$ cat src/rtl/typing_ctrl.sv
// typing_ctrl: typing-race sequencer tracking cursor, correctness mask, errors and seconds.
// Define TYPING_STRICT_EN so a wrong letter only counts an error and never advances.
module typing_ctrl #(
    parameter int NCHAR  = 25,
    parameter int CLK_HZ = 100_000_000
) (
    input  logic               clk,
    input  logic               rst,
    input  logic               load,
    input  logic [5*NCHAR-1:0] text_in,
    input  logic               key_valid,
    input  logic [4:0]         key_code,
    input  logic               key_bksp,
    output logic [5*NCHAR-1:0] text,
    output logic [4:0]         cursor,
    output logic [NCHAR-1:0]   ok_mask,
    output logic [7:0]         err_count,
    output logic [7:0]         elapsed_s,
    output logic [1:0]         state,
    output logic               done
);
    localparam int PW = (CLK_HZ > 1) ? $clog2(CLK_HZ) : 1;
    localparam logic [4:0] LAST = 5'(NCHAR);
    localparam logic [PW-1:0] WRAP = PW'(CLK_HZ - 1);

    typedef enum logic [1:0] {IDLE = 2'd0, ARMED = 2'd1, RUN = 2'd2, DONE = 2'd3} state_t;

    state_t             r_state, w_state_nxt;
    logic [5*NCHAR-1:0] r_text;
    logic [4:0]         r_cursor, w_cursor_nxt;
    logic [NCHAR-1:0]   r_mask, w_mask_nxt;
    logic [7:0]         r_err, w_err_nxt, r_sec;
    logic [PW-1:0]      r_presc;
    logic               r_done;
    logic [4:0]         w_char;
    logic               w_bksp, w_type, w_match;

    always_comb begin
        w_char = '0;
        for (int i = 0; i < NCHAR; i++)
            if (int'(r_cursor) == i) w_char = r_text[5*i +: 5];
        w_match = key_code == w_char;
        w_bksp = key_bksp && r_state == RUN && r_cursor != 5'd0;
        w_type = !key_bksp && key_valid && key_code <= 5'd25 &&
                 (r_state == ARMED || r_state == RUN) && r_cursor < LAST;
        w_cursor_nxt = r_cursor;
        w_mask_nxt = r_mask;
        w_err_nxt = r_err;
        w_state_nxt = r_state;
        if (w_bksp) begin
            w_cursor_nxt = r_cursor - 5'd1;
            w_mask_nxt[r_cursor - 5'd1] = 1'b0;
        end else if (w_type) begin
`ifdef TYPING_STRICT_EN
            w_cursor_nxt = w_match ? r_cursor + 5'd1 : r_cursor;
            if (w_match) w_mask_nxt[r_cursor] = 1'b1;
`else
            w_cursor_nxt = r_cursor + 5'd1;
            w_mask_nxt[r_cursor] = w_match;
`endif
            if (!w_match) w_err_nxt = r_err + {7'd0, r_err != 8'hFF};
            // Completion is decided on the post-key values so DONE lands with the last key.
            w_state_nxt = (w_cursor_nxt == LAST && &w_mask_nxt) ? DONE : RUN;
        end
    end

    always_ff @(posedge clk) begin
        if (rst) begin
            r_text <= '0;
            r_cursor <= '0;
            r_mask <= '0;
            r_err <= '0;
            r_sec <= '0;
            r_presc <= '0;
            r_state <= IDLE;
            r_done <= 1'b0;
        end else if (load) begin
            r_text <= text_in;
            r_cursor <= '0;
            r_mask <= '0;
            r_err <= '0;
            r_sec <= '0;
            r_presc <= '0;
            r_state <= ARMED;
            r_done <= 1'b0;
        end else begin
            r_cursor <= w_cursor_nxt;
            r_mask <= w_mask_nxt;
            r_err <= w_err_nxt;
            r_state <= w_state_nxt;
            r_done <= w_state_nxt == DONE;
            if (r_state == RUN) begin
                r_presc <= (r_presc == WRAP) ? '0 : r_presc + PW'(1);
                if (r_presc == WRAP) r_sec <= r_sec + {7'd0, r_sec != 8'hFF};
            end
        end
    end

    assign text = r_text;
    assign cursor = r_cursor;
    assign ok_mask = r_mask;
    assign err_count = r_err;
    assign elapsed_s = r_sec;
    assign state = r_state;
    assign done = r_done;
endmodule
$ cat config.mk
export PLATFORM = sky130hd
export DESIGN_NAME = typing_ctrl
export DESIGN_NICKNAME = d
export VERILOG_FILES = /design/src/rtl/typing_ctrl.sv
export SDC_FILE = /design/constraint.sdc
export NUM_CORES = 1
export LEC_CHECK = 0
export BUFFER_PORTS_ARGS = -buffer_cell sky130_fd_sc_hd__buf_2
export CORE_UTILIZATION = 30
export DETAILED_ROUTE_END_ITERATION = 6
export PLACE_DENSITY = 0.57
export SYNTH_ARGS = -nofsm -noshare
export SYNTH_HDL_FRONTEND = slang
export SYNTH_SLANG_ARGS = --single-unit
$ cat constraint.sdc
create_clock -name clk -period 7.79 [get_ports clk]
set_input_delay 0.779 -clock clk [delete_from_list [all_inputs] [get_ports clk]]
set_output_delay 0.779 -clock clk [all_outputs]
set_load 0.02 [all_outputs]
==> impl_metrics.json, run 1 <==
{
  "timing.fmax_mhz": 194,
  "startpoint": "cursor[0]",
  "hp-class": "in -> reg",
  "p_int_mw": 1.90,
  "synth_seq_area_share": 0.374,
  "final.setup.worst_slack_ns": 2.64,
  "power_density_nw_per_um2": 191,
  "die_x_um": 191,
  "irDropWorstVdd_v": 0.000161,
  "power_frac_comb": 0.100,
  "tightest_slew_ns": 1.00,
  "layout_commonest_cell": "buf_2",
  "layout_common_cells": "buf_2 (306), nor2_1 (214), dfxtp_1 (199)",
  "r2r_setup_slack_ns": 2.64,
  "stdcell_count": 1983,
  "clkTransAtPathRegs_ns": 0.06,
  "insertion_delay_ns": 0.54,
  "setup-violations-final": 0,
  "grt_usage": 0.216,
  "rr_startpoint": "cursor[0]",
  "finalMaxSlewViolations": 0,
  "grt_pass1_wl_mm": 60.2,
  "io_pins": 309,
  "core-area_um2": 34900,
  "cts_sinks": 201,
  "initial_core_util": 0.308,
  "n_fill_cell": 3649,
  "start_kind": "flip-flop",
  "endpoint": "ok_mask[15]",
  "ys_seq_elements": 201,
  "ys_async_sr_fraction": 0,
  "die_area_um2": 36600,
  "ys.flop_type": "dfxtp_1",
  "cts_buffers": 24,
  "worstHoldStart": "text_in[31]",
  "clock_power_share": 0.462,
  "fin_nets": 1662,
  "slew_headroom": 0.331,
  "die_y_um": 191,
  "synth_cells": 1263,
  "regArea_um2": 4030,
  "dp_cells": 1941,
  "drtAntennaViolNets": 0,
  "cts_buffer_depth": 3,
  "netlist_area_um2": 10700,
  "design_area_um2": 13300,
  "post_cts_buffers": 0,
  "vias": 10557,
  "antenna_cells": 0,
  "leakage_nw": 5.78,
  "r2r-end": "ok_mask[15]",
  "swShare": 0.254,
  "worstHoldPathCells": 3,
  "cts_root_buf": "clkbuf_16",
  "power_mw": 2.55,
  "grt-ovfl-total": 0,
  "port-buffer-count": 308,
  "crit_fanout": 53,
  "antenna_found_initial": 0,
  "cp.required_ns": 8.24,
  "final_core_util": 0.382,
  "rows": 68,
  "place.gp.congestion": 0.910,
  "syn_to_final_growth_pct": 24.1,
  "syn_area_per_cell_um2": 8.51,
  "maxCapViolCount": 0,
  "syn_nets": 1413,
  "finalClockSkew_ns": 0.0150,
  "dpl.hpwl_mm": 30.8,
  "cts_resized": 0,
  "multi_input_area_um2": 6200,
  "hold_ws_ns": 0.479,
  "pre_cts_slack_ns": 2.68,
  "drc": 0,
  "grt_max_degree": 87,
  "viasPerCell": 5.32,
  "period_share": 0.661,
  "initialDrtViolationCount": 862,
  "cts_max_level": 1,
  "rsz0062_at_grt": "no",
  "ff2ff_path_depth": 14,
  "place_area_um2": 12500,
  "cts.hold.buffers_added": 0,
  "cts_tree": "done",
  "drive_above_1_share": 0.251,
  "firstDrtPassIters": 6,
  "outcome": "finished, final reports clean",
  "ys_warn_count": 0,
  "synth-edff-count": 0,
  "end_kind": "flip-flop",
  "wl_per_cell_um": 20.7,
  "pwr-share-seq": 0.438,
  "p_sw_mw": 0.647,
  "critPathKind": "reg -> reg",
  "wl_mm": 41.1,
  "ys_types": 85,
  "cp.arrival_ns": 5.61,
  "min_period_ns": 5.15,
  "tns_ns": 0,
  "finalHoldViolations": 0,
  "grt_pass1_vias": 9801
}
==> sequential cells by signal (all words and copies together), names as in the netlist <==
register	flops
cursor	5
done	1
elapsed_s	8
err_count	8
ok_mask	25
r_presc	27
state	2
text	125
==> worst max-delay path, stage by stage, from the launching register on <==
cell and delay [ns]:
dfxtp_1 0.57, ha_2 0.24, buf_4 0.45, inv_1 0.35
nor2_1 0.18, ha_1 0.33, nand2_1 0.09, mux2i_1 0.23
a221oi_2 0.08, o2111a_1 0.25, or4_4 0.54, nor4_4 0.21
nand4_2 0.74, or3_1 0.62, a21oi_1 0.14
==> power groups by stage <==
stage	logic, mW	clock network [mW]	registers, mW
after floorplan	0.110	0	1.16
after global placement	0.254	0	1.14
after detailed placement	0.255	0	1.14
after CTS	0.257	1.21	1.12
after global routing	0.277	1.24	1.12
final	0.255	1.18	1.12
==> logic make-up (layout without fill, tap and decap cells) <==
logic type,after synthesis,in the layout,synth area share
AOI/OAI and AO/OA,240,240,0.156
xor gates and xnor gates,35,35,0.0285
adders and majority gates,15,15,0.0175
buffers and inverters,117,382,0.0495
DFF,201,201,0.374
muxes,140,140,0.131
and+or+nand+nor,515,515,0.243
==> cell usage after synthesis, types with 8 or more instances <==
library cell / instances / area (um^2)
nand3_1: 34 / 170
nand4_1: 15 / 93.8
a31oi_1: 14 / 87.6
o21a_1: 11 / 82.6
xor2_1: 22 / 193
or3_1: 25 / 156
a21oi_1: 56 / 280
nor2b_1: 18 / 113
dfxtp_1: 201 / 4020
xnor2_1: 13 / 114
o211ai_1: 13 / 97.6
mux2i_1: 136 / 1360
nand2_1: 78 / 293
clkbuf_1: 56 / 210
nor3_1: 19 / 95.1
inv_1: 21 / 78.8
buf_1: 8 / 30.0
buf_2: 19 / 95.1
ha_1: 15 / 188
a211oi_1: 9 / 67.6
nand3b_1: 13 / 97.6
nor2_1: 214 / 803
o21ai_0: 36 / 180
o22ai_1: 8 / 50.1
and3_1: 13 / 81.3
o221ai_1: 15 / 131
nand2b_1: 18 / 113
and2_1: 8 / 50.1
nor3b_1: 11 / 82.6
==> metal layers <==
layer / global-route usage / vias up / routed length (um)
li1: - / 5056 / -
met1: 0.271 / 4992 / 16900
met2: 0.354 / 434 / 19100
met3: 0.0597 / 75 / 3740
met4: 0.0736 / 0 / 1410
met5: 0 / - / 0
==> how the worst min path moves through the flow <==
stage	endpoint	slack, ns
after CTS	text[54]	0.47
after detailed placement	r_presc[1]	0.48
after global routing	text[54]	0.47
final	text[31]	0.48
after floorplan	r_presc[1]	0.46
after global placement	r_presc[1]	0.48
==> layout make-up <==
type | count | area share
timing repair buffer | 318 | 0.122
clock buffer | 33 | 0.0529
inverter | 22 | 0.00619
tap | 455 | 0.0427
clock inverter | 9 | 0.00966
sequential | 201 | 0.302
multi-input combinational | 945 | 0.465
Note: power is estimated with default switching activity, not from simulation.
==> run 2, diff against run 1 <==
Settings changed: PLACE_DENSITY 0.57 to 0.59.
Clock period 7.79 ns to 4.5 ns, I/O delays scaled along.
==> impl_metrics.json, run 2 (synthesized netlist as in run 1, its figures left out) <==
{
  "outcome": "finished, final reports clean",
  "grt_pass1_vias": 9976,
  "insertion_delay_ns": 0.54,
  "grt_usage": 0.218,
  "firstDrtPassIters": 5,
  "maxCapViolCount": 0,
  "power_mw": 4.19,
  "viasPerCell": 5.37,
  "place.gp.congestion": 0.969,
  "finalClockSkew_ns": 0.0249,
  "grt-ovfl-total": 0,
  "io_pins": 309,
  "final_core_util": 0.384,
  "drc": 0,
  "syn_to_final_growth_pct": 24.5,
  "end_kind": "flip-flop",
  "die_x_um": 191,
  "path_common_cell": "buf_4",
  "cts.hold.buffers_added": 0,
  "layout_common_cells": "buf_2 (306), nor2_1 (214), dfxtp_1 (199)",
  "drive_above_1_share": 0.256,
  "grt_pass1_wl_mm": 61.2,
  "initial_core_util": 0.308,
  "critPathKind": "reg -> reg",
  "dp_cells": 1957,
  "crit_buf_inv": 3,
  "cts_root_buf": "clkbuf_16",
  "crit_fanout": 33,
  "start_kind": "flip-flop",
  "rsz0062_at_grt": "no",
  "hp-class": "in -> reg",
  "cts_buffer_depth": 3,
  "min_period_ns": 4.28,
  "timing.fmax_mhz": 234,
  "fin_nets": 1678,
  "wl_mm": 41.6,
  "cp.arrival_ns": 4.72,
  "finalMaxSlewViolations": 0,
  "stdcell_count": 1997,
  "tightest_slew_ns": 1.06,
  "rows": 68,
  "cts_tree": "done",
  "crit_family": "compound AO/OA/AOI/OAI gates",
  "final.setup.worst_slack_ns": 0.219,
  "slew_headroom": 0.292,
  "irDropWorstVdd_v": 0.000267,
  "largest_reg_flops": 125,
  "layout_commonest_cell": "buf_2",
  "dpl.hpwl_mm": 31.6,
  "die_y_um": 191,
  "cts_buffers": 24,
  "pre_cts_slack_ns": 0.343,
  "finalHoldViolations": 0,
  "core-area_um2": 34900,
  "die_area_um2": 36600,
  "cts_max_level": 1,
  "port-buffer-count": 308,
  "cp.required_ns": 4.94,
  "cts_resized": 0,
  "drtAntennaViolNets": 0,
  "path_cells": "inv_1 -> ha_1 -> buf_4 -> and4bb_1 -> nand2_1 -> o21ai_0 -> a2111o_1 -> a2111oi_1 -> mux2i_1 -> nand4_2 -> buf_4 -> or3_1 -> a21oi_1",
  "clkTransAtPathRegs_ns": 0.06,
  "cts_sinks": 201,
  "crit_slowest_cell": "a2111oi_1",
  "antenna_cells": 0,
  "period_share": 0.951,
  "vias": 10733,
  "wl_per_cell_um": 20.8,
  "post_cts_buffers": 0,
  "leakage_nw": 5.82,
  "power_density_nw_per_um2": 313,
  "initialDrtViolationCount": 917,
  "setup-violations-final": 0,
  "antenna_found_initial": 0,
  "grt_max_degree": 126,
  "critPathMaxStageDelay_ns": 0.61,
  "tns_ns": 0
}
-- run 2: cell count changes in the layout (fill, tap and decap cells not counted) --
cell        change
bufinv_16       -3
clkinvlp_4      -1
inv_6           -1
clkbuf_1        +4
clkbuf_8        -2
clkinv_2        +1
buf_4          +13
buf_12          +3
-- run 2: stage by stage --
step           hold WS, ns  instance area, um^2
3_5_place_dp         0.482                12700
2_1_floorplan        0.463                10700
5_1_grt              0.140                13400
3_3_place_gp         0.475                12700
6_report             0.150                13400
4_1_cts              0.127                13400
-- run 2: final timing paths --
path / to / cells after the start / slack [ns] / startpoint
setup reg to reg: ok_mask[2] / 13 / 0.22 / cursor[0]
setup / recovery: ok_mask[2] / 13 / 0.22 / cursor[0]
hold / removal: text[70] / 3 / 0.15 / text_in[70]
hold reg to reg: r_presc[1] / 2 / 0.49 / r_presc[1]
-- run 2: final cells by class --
type / count / area (um^2)
clock buffer: 35 / 693
clock inverter: 5 / 27.5
fill: 3639 / 21500
inverter: 22 / 82.6
multi-input combinational: 945 / 6200
sequential: 201 / 4030
tap: 455 / 569
timing repair buffer: 334 / 1780
-- run 2: worst register-to-register path: cells and delay by family (launching register included) --
family	cells	cell delay (ns)
muxes	1	0.36
DFF	1	0.58
adders and majority gates	1	0.37
buffers and inverters	3	0.73
and+or+nand+nor	4	0.92
AOI/OAI and AO/OA	4	1.22
-- run 2: report_power, final --
group	switching (mW)	internal [mW]
Combinational	0.262	0.182
Sequential	0.0843	1.85
Clock	0.760	1.06
-- run 2: metal layers --
metal  track usage  up-vias  share of wire
li1              -     5063              -
met1         0.270     5129           0.41
met2         0.373      463           0.47
met3        0.0571       78          0.087
met4        0.0553        0          0.027
met5             0        -              0
